===== src/rtl/placement_pkg.sv =====
// Shared definitions for the placement cost evaluator: FSM state encoding and
// the rounding-up halving helper used for the 1-hop cost.
package placement_pkg;

    typedef enum logic [2:0] {
        IDLE    = 3'd0,
        RD_EDGE = 3'd1,
        RD_A    = 3'd2,
        RD_B    = 3'd3,
        DIFF    = 3'd4,
        ACC     = 3'd5,
        FIN     = 3'd6
    } state_t;

    localparam int HALF_W = 64;

    // ceil(d/2) for a non-negative magnitude; callers cast to their own width.
    function automatic logic [HALF_W-1:0] ceil_half(input logic [HALF_W-1:0] d);
        return (d >> 1) + {{(HALF_W-1){1'b0}}, d[0]};
    endfunction

endpackage


===== src/rtl/abs_diff.sv =====
// Signed absolute difference |a-b|, wrapping at W bits.
module abs_diff #(
    parameter int W = 32
) (
    input  logic signed [W-1:0] i_a,
    input  logic signed [W-1:0] i_b,
    output logic        [W-1:0] o_y
);

    logic signed [W-1:0] w_diff;

    assign w_diff = i_a - i_b;
    assign o_y    = w_diff[W-1] ? -w_diff : w_diff;

endmodule


===== src/rtl/placement_cost_eval.sv =====
// Walks the edge list, fetches both endpoint coordinates from the position RAMs
// and accumulates Manhattan / 1-hop wire cost, stopping on the first illegal edge.
module placement_cost_eval
    import placement_pkg::*;
#(
    parameter int N_EDGE = 22,
    parameter int GRID_N = 5,
    parameter int ADDR_W = 32,
    parameter int DATA_W = 32
) (
    input  logic                     clk,
    input  logic                     reset,
    input  logic                     start,
    output logic                     busy,
    output logic                     done,
    output logic                     ea_re,
    output logic                     eb_re,
    output logic [ADDR_W-1:0]        ea_addr,
    output logic [ADDR_W-1:0]        eb_addr,
    input  logic [DATA_W-1:0]        ea_data,
    input  logic [DATA_W-1:0]        eb_data,
    output logic                     px_re,
    output logic                     py_re,
    output logic [ADDR_W-1:0]        px_addr,
    output logic [ADDR_W-1:0]        py_addr,
    input  logic signed [DATA_W-1:0] px_data,
    input  logic signed [DATA_W-1:0] py_data,
    output logic signed [DATA_W-1:0] sum,
    output logic signed [DATA_W-1:0] sum_1hop,
    output logic signed [DATA_W-1:0] max_len,
    output logic                     err,
    output logic [ADDR_W-1:0]        err_edge,
    output logic [DATA_W-1:0]        cycles
);

    localparam logic [ADDR_W-1:0]        N_LIM    = ADDR_W'(N_EDGE);
    localparam logic signed [DATA_W-1:0] GRID_LIM = DATA_W'(GRID_N);
    localparam logic signed [DATA_W-1:0] ONE      = DATA_W'(1);

    state_t                     r_state;
    state_t                     w_next;
    logic [ADDR_W-1:0]          r_i;
    logic [ADDR_W-1:0]          r_node_b;
    logic signed [DATA_W-1:0]   r_xa;
    logic signed [DATA_W-1:0]   r_ya;
    logic [DATA_W-1:0]          r_dx;
    logic [DATA_W-1:0]          r_dy;
    logic [DATA_W-1:0]          w_dx;
    logic [DATA_W-1:0]          w_dy;
    logic [DATA_W-1:0]          w_len;
    logic [DATA_W-1:0]          w_hop;
    logic                       w_bad;
    logic                       r_busy;
    logic                       r_done;
    logic signed [DATA_W-1:0]   r_sum;
    logic signed [DATA_W-1:0]   r_sum_1hop;
    logic signed [DATA_W-1:0]   r_max_len;
    logic                       r_err;
    logic [ADDR_W-1:0]          r_err_edge;
    logic [DATA_W-1:0]          r_cycles;

    function automatic logic off_grid(input logic signed [DATA_W-1:0] c);
        return c[DATA_W-1] | (c >= GRID_LIM);
    endfunction

    // In DIFF the second endpoint is still on the RAM data bus, so compare it directly.
    abs_diff #(.W(DATA_W)) u_abs_x (.i_a(r_xa), .i_b(px_data), .o_y(w_dx));
    abs_diff #(.W(DATA_W)) u_abs_y (.i_a(r_ya), .i_b(py_data), .o_y(w_dy));

    assign w_bad = off_grid(r_xa) | off_grid(r_ya) | off_grid(px_data) | off_grid(py_data);
    assign w_len = r_dx + r_dy;
    assign w_hop = DATA_W'(ceil_half(HALF_W'(r_dx))) + DATA_W'(ceil_half(HALF_W'(r_dy)));

    // Next-state decode.
    always_comb begin
        w_next = r_state;
        case (r_state)
            IDLE: begin
                if (start) w_next = RD_EDGE;
                else       w_next = IDLE;
            end
            RD_EDGE: begin
                if (r_i == N_LIM) w_next = FIN;
                else              w_next = RD_A;
            end
            RD_A:    w_next = RD_B;
            RD_B:    w_next = DIFF;
            DIFF: begin
                if (w_bad) w_next = FIN;
                else       w_next = ACC;
            end
            ACC:     w_next = RD_EDGE;
            FIN:     w_next = IDLE;
            default: w_next = IDLE;
        endcase
    end

    // Memory read strobes; node a's address comes straight off the edge ROM bus.
    always_comb begin
        ea_re   = 1'b0;
        ea_addr = '0;
        px_re   = 1'b0;
        px_addr = '0;
        case (r_state)
            RD_EDGE: begin
                if (r_i != N_LIM) begin
                    ea_re   = 1'b1;
                    ea_addr = r_i;
                end else begin
                    ea_re   = 1'b0;
                    ea_addr = '0;
                end
            end
            RD_A: begin
                px_re   = 1'b1;
                px_addr = ADDR_W'(ea_data);
            end
            RD_B: begin
                px_re   = 1'b1;
                px_addr = r_node_b;
            end
            default: begin
                ea_re   = 1'b0;
                px_re   = 1'b0;
            end
        endcase
    end

    assign eb_re   = ea_re;
    assign eb_addr = ea_addr;
    assign py_re   = px_re;
    assign py_addr = px_addr;

    // State, datapath and result registers.
    always_ff @(posedge clk) begin
        if (reset) begin
            r_state    <= IDLE;
            r_busy     <= 1'b0;
            r_done     <= 1'b0;
            r_i        <= '0;
            r_node_b   <= '0;
            r_xa       <= '0;
            r_ya       <= '0;
            r_dx       <= '0;
            r_dy       <= '0;
            r_sum      <= '0;
            r_sum_1hop <= '0;
            r_max_len  <= '0;
            r_err      <= 1'b0;
            r_err_edge <= '0;
            r_cycles   <= '0;
        end else begin
            r_state <= w_next;
            r_busy  <= (w_next != IDLE);
            r_done  <= (w_next == FIN);
            // cycles reads as the number of busy cycles so far, including the current one.
            if (r_state != IDLE && w_next != IDLE) r_cycles <= r_cycles + ONE;
            case (r_state)
                IDLE: begin
                    if (start) begin
                        r_i        <= '0;
                        r_sum      <= '0;
                        r_sum_1hop <= '0;
                        r_max_len  <= '0;
                        r_err      <= 1'b0;
                        r_err_edge <= '0;
                        r_cycles   <= ONE;
                    end
                end
                RD_A: r_node_b <= ADDR_W'(eb_data);
                RD_B: begin
                    r_xa <= px_data;
                    r_ya <= py_data;
                end
                DIFF: begin
                    r_dx <= w_dx;
                    r_dy <= w_dy;
                    if (w_bad) begin
                        r_err      <= 1'b1;
                        r_err_edge <= r_i;
                    end
                end
                ACC: begin
                    r_sum      <= r_sum + $signed(w_len) - ONE;
                    r_sum_1hop <= r_sum_1hop + $signed(w_hop) - ONE;
                    if ($signed(w_len) > r_max_len) r_max_len <= $signed(w_len);
                    r_i        <= r_i + ADDR_W'(1);
                end
                default: ;
            endcase
        end
    end

    assign busy     = r_busy;
    assign done     = r_done;
    assign sum      = r_sum;
    assign sum_1hop = r_sum_1hop;
    assign max_len  = r_max_len;
    assign err      = r_err;
    assign err_edge = r_err_edge;
    assign cycles   = r_cycles;

endmodule


===== config.mk =====
export PLATFORM = sky130hd
export DESIGN_NAME = placement_cost_eval
export DESIGN_NICKNAME = d
export VERILOG_FILES = /design/src/rtl/placement_pkg.sv /design/src/rtl/abs_diff.sv /design/src/rtl/placement_cost_eval.sv
export SDC_FILE = /design/constraint.sdc
export NUM_CORES = 1
export LEC_CHECK = 0
export CORE_UTILIZATION = 45
export CTS_CLUSTER_DIAMETER = 100
export DETAILED_ROUTE_END_ITERATION = 6
export PLACE_DENSITY = 0.71
export SYNTH_ARGS = -nofsm -noshare
export SYNTH_HDL_FRONTEND = slang
export SYNTH_HIERARCHICAL = 1
export SYNTH_SLANG_ARGS = --single-unit

===== constraint.sdc =====
create_clock -name clk -period 5 [get_ports clk]
set_clock_uncertainty 0.05 [all_clocks]
set_input_delay 1.25 -clock clk [delete_from_list [all_inputs] [get_ports clk]]
set_output_delay 1.25 -clock clk [all_outputs]
set_load 0.05 [all_outputs]

; ---- Yosys cells after proc, flatten, opt, wreduce, memory -nomap -nowiden
; Cells that the tools add are included.
[classes]
n_addsub = 14
bitwise = 7
eq_ne = 11
n_lt_le_gt_ge = 5
reduce_logical = 10
muxes = 26
[ops]
columns = operator, n
row1 = 32-bit one-hot mux with 2 select lines, 6
row2 = 32-bit 2-to-1 mux, 10
row3 = 32-bit adder, 4
row4 = "32-bit by 4-bit >= comparator with 1-bit output, second input constant", 4
row5 = 31-bit by 1-bit adder with 32-bit output, 2
row6 = "32-bit by 1-bit adder with 32-bit output, second input constant", 2
row7 = 32-bit negation, 2
row8 = "32-bit by 2-bit subtractor with 32-bit output, second input constant", 2
row9 = 32-bit subtractor, 2
row10 = "32-bit by 5-bit == test with 1-bit output, second input constant", 1
row11 = 32-bit greater-than comparator, 1
row12 = "32-bit by 5-bit inequality test with 1-bit output, second input constant", 1
row13 = 3-bit one-hot mux with 6 select lines, 1
row14 = "3-bit == test, second input constant", 3
row15 = 1-bit OR, 7
row16 = "3-bit by 2-bit == test with 1-bit output, second input constant", 2
row17 = 1-bit 2-to-1 mux, 6
row18 = "2-bit inequality test, second input constant", 3
row19 = 3-bit AND reduction, 2
row20 = 3-bit nonzero test, 2
row21 = 2-bit nonzero test, 2
row22 = "3-bit by 1-bit == test with 1-bit output, second input constant", 1
row23 = 3-bit logical NOT, 1
row24 = 3-bit 2-to-1 mux, 1
row25 = 5 further kinds, 5
[word_totals]
elab_cells = 88
register_bits = 358
in_bits = 131
output_inout_bits = 295

; ---- Depth between registers and ports, before layout
[depth]
word_depth = 12
mapped_depth = 24
ltp_nobuf = 24

; ---- Hierarchy
; The synthesis kept the hierarchy.
[modules_own_cells]
columns = mod, seq_area_each_um2, area_per_inst_um2, instances, cells_per_inst
row1 = placement_cost_eval, 7166.9, 22281.4, 1, 2885
row2 = abs_diff at u_abs_y, 0.0, 2771.4, 1, 410
row3 = abs_diff at u_abs_x, 0.0, 2529.9, 1, 377

; ---- Worst setup path before layout
; Ideal clock, no wire load.
[synth_path]
path_kind = input -> register
from = in px_data[5]
to = reg r_dx[31]
setup_slack_ps = 87
setup_time_ps = 70
arrival_ps = 4793
path_buffers = 1
required_time_ps = 4880
cell_stages = 15
cell_sequence = inv_1 > ha_1 > clkbuf_1 > o211ai_1 > o211ai_1 > a31oi_2 > a2111oi_1 > nor2_1 > xnor2_1 > or4_4 > or4_4 > or4_1 > nor3_2 > nand2_1 > a21oi_1
[synth_between]
elab_chain_len = 3
[synth_rtl]
columns = item, line
row1 = from (decl), placement_cost_eval.sv:26  ; input logic signed [DATA_W-1:0] px_data,
row2 = 32-bit subtractor *, abs_diff.sv:12  ; assign w_diff = i_a - i_b;
row3 = 32-bit negation, abs_diff.sv:13  ; assign o_y = w_diff[W-1] ? -w_diff : w_diff;
row4 = 32-bit 2-to-1 mux *, abs_diff.sv:13
row5 = net w_dx[31], placement_cost_eval.sv:48  ; logic [DATA_W-1:0] w_dx;
row6 = to (signal assigned), placement_cost_eval.sv:176  ; r_dx <= w_dx;
row7 = to (decl), placement_cost_eval.sv:46  ; logic [DATA_W-1:0] r_dx;
; The timed path passes the listed nets; every way through them passes the cells marked *.
; A chain may end at the register's enable or synchronous reset.

; ---- Final worst setup path
[layout_path]
from = reg r_dy[5]
to = reg r_max_len[4] (netlist: max_len[4])
[layout_between]
elab_chain_len = 4
[layout_rtl]
columns = item, line
row1 = from (decl), placement_cost_eval.sv:47  ; logic [DATA_W-1:0] r_dy;
row2 = from (signal assigned), placement_cost_eval.sv:177  ; r_dy <= w_dy;
row3 = 32-bit adder, placement_cost_eval.sv:71  ; assign w_len = r_dx + r_dy;
row4 = 32-bit greater-than comparator, placement_cost_eval.sv:186  ; if ($signed(w_len) > r_max_len) r_max_len <= $signed(w_len);
row5 = 2-bit inequality test (no line), n/a
row6 = 3-bit AND reduction (no line), n/a
row7 = to (signal assigned), placement_cost_eval.sv:186
row8 = to (decl), placement_cost_eval.sv:57  ; logic signed [DATA_W-1:0] r_max_len;
; No other way between the ends.

==> metrics.md <==
| Metric | Value |
|---|---|
| I/O pin cnt | 426 |
| WS Path Type | flip-flop to flip-flop |
| Synthesized Nets | about 4100 |
| Place WS | -0.7047 ns |
| Slew margin rel. | 0.2409 |
| Final WL | 87.16 mm |
| Port Buf Inserts | between 400 and 500 |
| Synth Area in Compound Gates | 0.1964 |
| DRT Pass-1 Iters | 5 |
| Clock Latency Late Sink | approximately 0.6 ns |
| VDD IR max | 0.2540 mV |
| Synth area leaders | dfxtp_1 (26%), ha_1 (11%), nand2_1 (7.6%) |
| Seq/Total Area, Yosys | 0.2598 |
| Total Power | 9633 uW |
| Yosys Warn Count | 6 |
| Hold_sp | r_node_b[19]$_SDFFE_PP0N_ |
| First-pass GRT wire length | around 140 mm |
| Outcome | complete, no violations |
| Die span in y | 249.6 um |
| Post-synthesis xor/xnor area fraction | 0.06573 |
| Hold Violations, Final | 0 |
| Setup violations, final | 0 |
| Clock Root Buffer | clkbuf_16 |
| Worst setup margin | 0.09117 ns |
| Fin util | 0.6017 |
| Chip width | 249.6 um |
| Placeable Area | around 60000 um^2 |
| FF-to-FF Start | r_dy[5]$_SDFFE_PP0P_ |
| Area Growth Syn to Fin | 31.92% |
| Initial antenna violation count | 0 |
| CP most frequent cell | a21oi_1 |
| Netlist cell types | roughly 110 |
| Post-route ant nets | 0 |
| Pleak | approximately 0.015 uW |
| Setup crit start | r_dy[5]$_SDFFE_PP0P_ |
| Hold-fix buffers, CTS | 0 |
| #FFs+latches synth | 358 |
| Initial DRC Count | 1999 |
| Area leader, netlist | dfxtp_1 |
| Total track usage | 0.2685 |
| H-tree Lvls | 2 |
| Number of global-route vias before repair | 24809 |
| Mapped Area | 27580 um^2 |
| Max-cap violations | 0 |
| Avg Vias per Cell | 5.354 |
| Largest family of logic cells by synthesized area | simple AND/OR/NAND/NOR gates |
| Clock Pin Slew Worst Setup and Hold Paths | 0.06 ns |
| Top FF cell, synth | dfxtp_1 |
| Bufs and invs on worst path | 5 |
| CP max stage delay | 0.38 ns |
| Hold WC Path Type | flip-flop to flip-flop |
| GRT overflow | 0 |
| Worst Setup End Kind | flip-flop |
| CTS max path bufs | 3 |
| Area share of the leading cell type in the synthesized netlist | 0.2598 |
| Initial Util | 0.4561 |
| Worst slew pin tran | roughly 1.1 ns |
| Die ar. | 62290 um^2 |
| Synth Area in Adders | 0.1409 |
| Critical Path AT | roughly 5.3 ns |
| Critical Path Fanout Max | 12 |
| CTS buffer count | 43 |
| Critical-path top delay cell | a2111oi_4 |
| Clock sinks | 358 |
| Drt wl/cell | approximately 17 um |
| Minimum clock period | 4.909 ns |
| Asr flop ratio synth | 0 |
| Number of flops mapped to enable cells by yosys | 0 |
| Ant diodes | 0 |
| Mapped Avg Cell Area | 7.512 um^2 |
| Pin count of the biggest net entering global routing | 93 |
| Period utilization | 0.9818 |
| Hold Slack | 0.4024 ns |
| Req. time, crit path | 5.39 ns |
| Multiplexer share of the synthesized area | 0.02849 |
| Share of layout cells above drive strength 1 | 0.1303 |
| CP top delay family | compound AO/OA/AOI/OAI gates |
| Final Net Count | 4690 |
| Power Dens Cells | roughly 260 nW/um^2 |
| DP Wirelength | 68.62 mm |
| Max Clock Freq | 203.7 MHz |
| RSZ-0062 raised after global routing | yes |
| Via count | 27234 |
| DRC Markers | 0 |
| Worst Setup Start Kind | flip-flop |
| Post-Syn Instances | around 3700 |
| Cell Rows | 90 |
| Max-slew violations | 0 |
| RD Place Congestion | 0.9376 |
| CTS tree | built |
| Simple-gate area share of the yosys netlist | 0.2170 |
[power by group]
| group | switching, uW | total [uW] | internal (uW) | leakage, uW |
|---|---|---|---|---|
| combinational | 1850 | 3260 | 1410 | 0.0118 |
| clock | 1380 | 3400 | 2010 | 0.000741 |
| sequential | 62.0 | 2980 | 2920 | 0.00289 |
[placed cells by master (no fill, tap or decap), types with 88 or more instances in the layout]
cell type / n
dfxtp_1: 357
clkdlybuf4s50_1: 423
xor2_1: 88
o21ai_0: 126
a21oi_1: 371
ha_1: 244
xnor2_1: 113
inv_1: 386
nand2_1: 553
nor2_1: 267
buf_4: 336
[timing repair]
action                     in CTS  in global routing
setup buffers                   2                  9
gates resized for setup        10                 66
cloned                          0                  2
setup endpoints to repair      33                 44
pin swaps                       3                 45
[cells by family after synthesis]
group | Yosys count
flip-flops | 358
AND/OR/NAND/NOR | 1280
AO/OA/AOI/OAI | 858
adder cells (fa/ha/maj) | 289
multiplexers | 76
buffers and inverters | 604
XOR/XNOR | 207
[registers in the layout, summed over array words and instances (netlist names)]
name / count
sum: 32
r_dx: 32
sum_1hop: 32
err: 1
r_dy: 32
r_node_b: 32
done: 1
r_xa: 32
err_edge: 32
r_state: 3
max_len: 32
busy: 1
cycles: 32
r_i: 32
r_ya: 32
[layer usage]
layer,vias to the layer above,share of wire,global-route usage
li1,13684,-,-
met3,97,0.055,0.03306
met1,12698,0.46,0.3730
met2,755,0.46,0.4377
met4,0,0.023,0.06984
met5,-,0,0
[worst paths after layout]
check	to	slack, ns	cells after the start
min	r_node_b[19]$_SDFFE_PP0N_	0.40	2
min reg2reg	r_node_b[19]$_SDFFE_PP0N_	0.40	2
max reg2reg	max_len[4]$_SDFFE_PP0P_	0.09	25
max	max_len[4]$_SDFFE_PP0P_	0.09	25
[worst register-to-register path: stages (launching register included)]
cell       delay [ns]
dfxtp_1          0.31
ha_1             0.31
o21ai_2          0.08
buf_4            0.14
a2111oi_4        0.38
o211ai_2         0.18
a211o_1          0.36
a21oi_1          0.15
nand2b_1         0.12
a21oi_1          0.08
xor2_1           0.19
buf_4            0.16
inv_1            0.04
ha_1             0.30
nand3_1          0.08
nor2_1           0.14
nand4_1          0.20
nor3_2           0.23
nand2_1          0.11
a21oi_1          0.24
nor4_2           0.10
or2_4            0.28
buf_12           0.14
clkbuf_16        0.17
mux2i_1          0.16
nor2_1           0.06
[synth_stat cells (26+ instances only)]
library cell / instances
nor2b_1: 26
dfxtp_1: 358
nand2_1: 555
and2_1: 46
nor4_1: 42
o21ai_0: 131
buf_4: 66
nand3_1: 77
nand4_1: 45
xor2_1: 88
clkbuf_1: 129
a21o_1: 53
a21oi_1: 382
inv_1: 387
and3_1: 28
nand2b_1: 28
fa_1: 36
nor3_1: 46
ha_1: 253
mux2i_1: 56
xnor2_1: 119
nor2_1: 271
a211oi_1: 27
[stage by stage]
step	setup TNS [ns]	instances	area [um^2]
after detailed placement	-6.601	4994	34310
after global placement	-4.538	4994	34310
final	0	5087	36390
after CTS	-0.05775	5076	35900
after floorplan	0	3672	27580
after global routing	-1.522	5087	36390
[final cells by class]
type / count / area (um^2)
Inverter: 387 / 1453
Sequential cell: 358 / 7168
Tap cell: 782 / 978.4
Fill cell: 5520 / 24080
Clock inverter: 21 / 326.6
Clock buffer: 59 / 1196
Timing Repair Buffer: 770 / 6948
Multi-Input combinational cell: 2710 / 18320
Note: power is estimated with default switching activity, not from simulation.
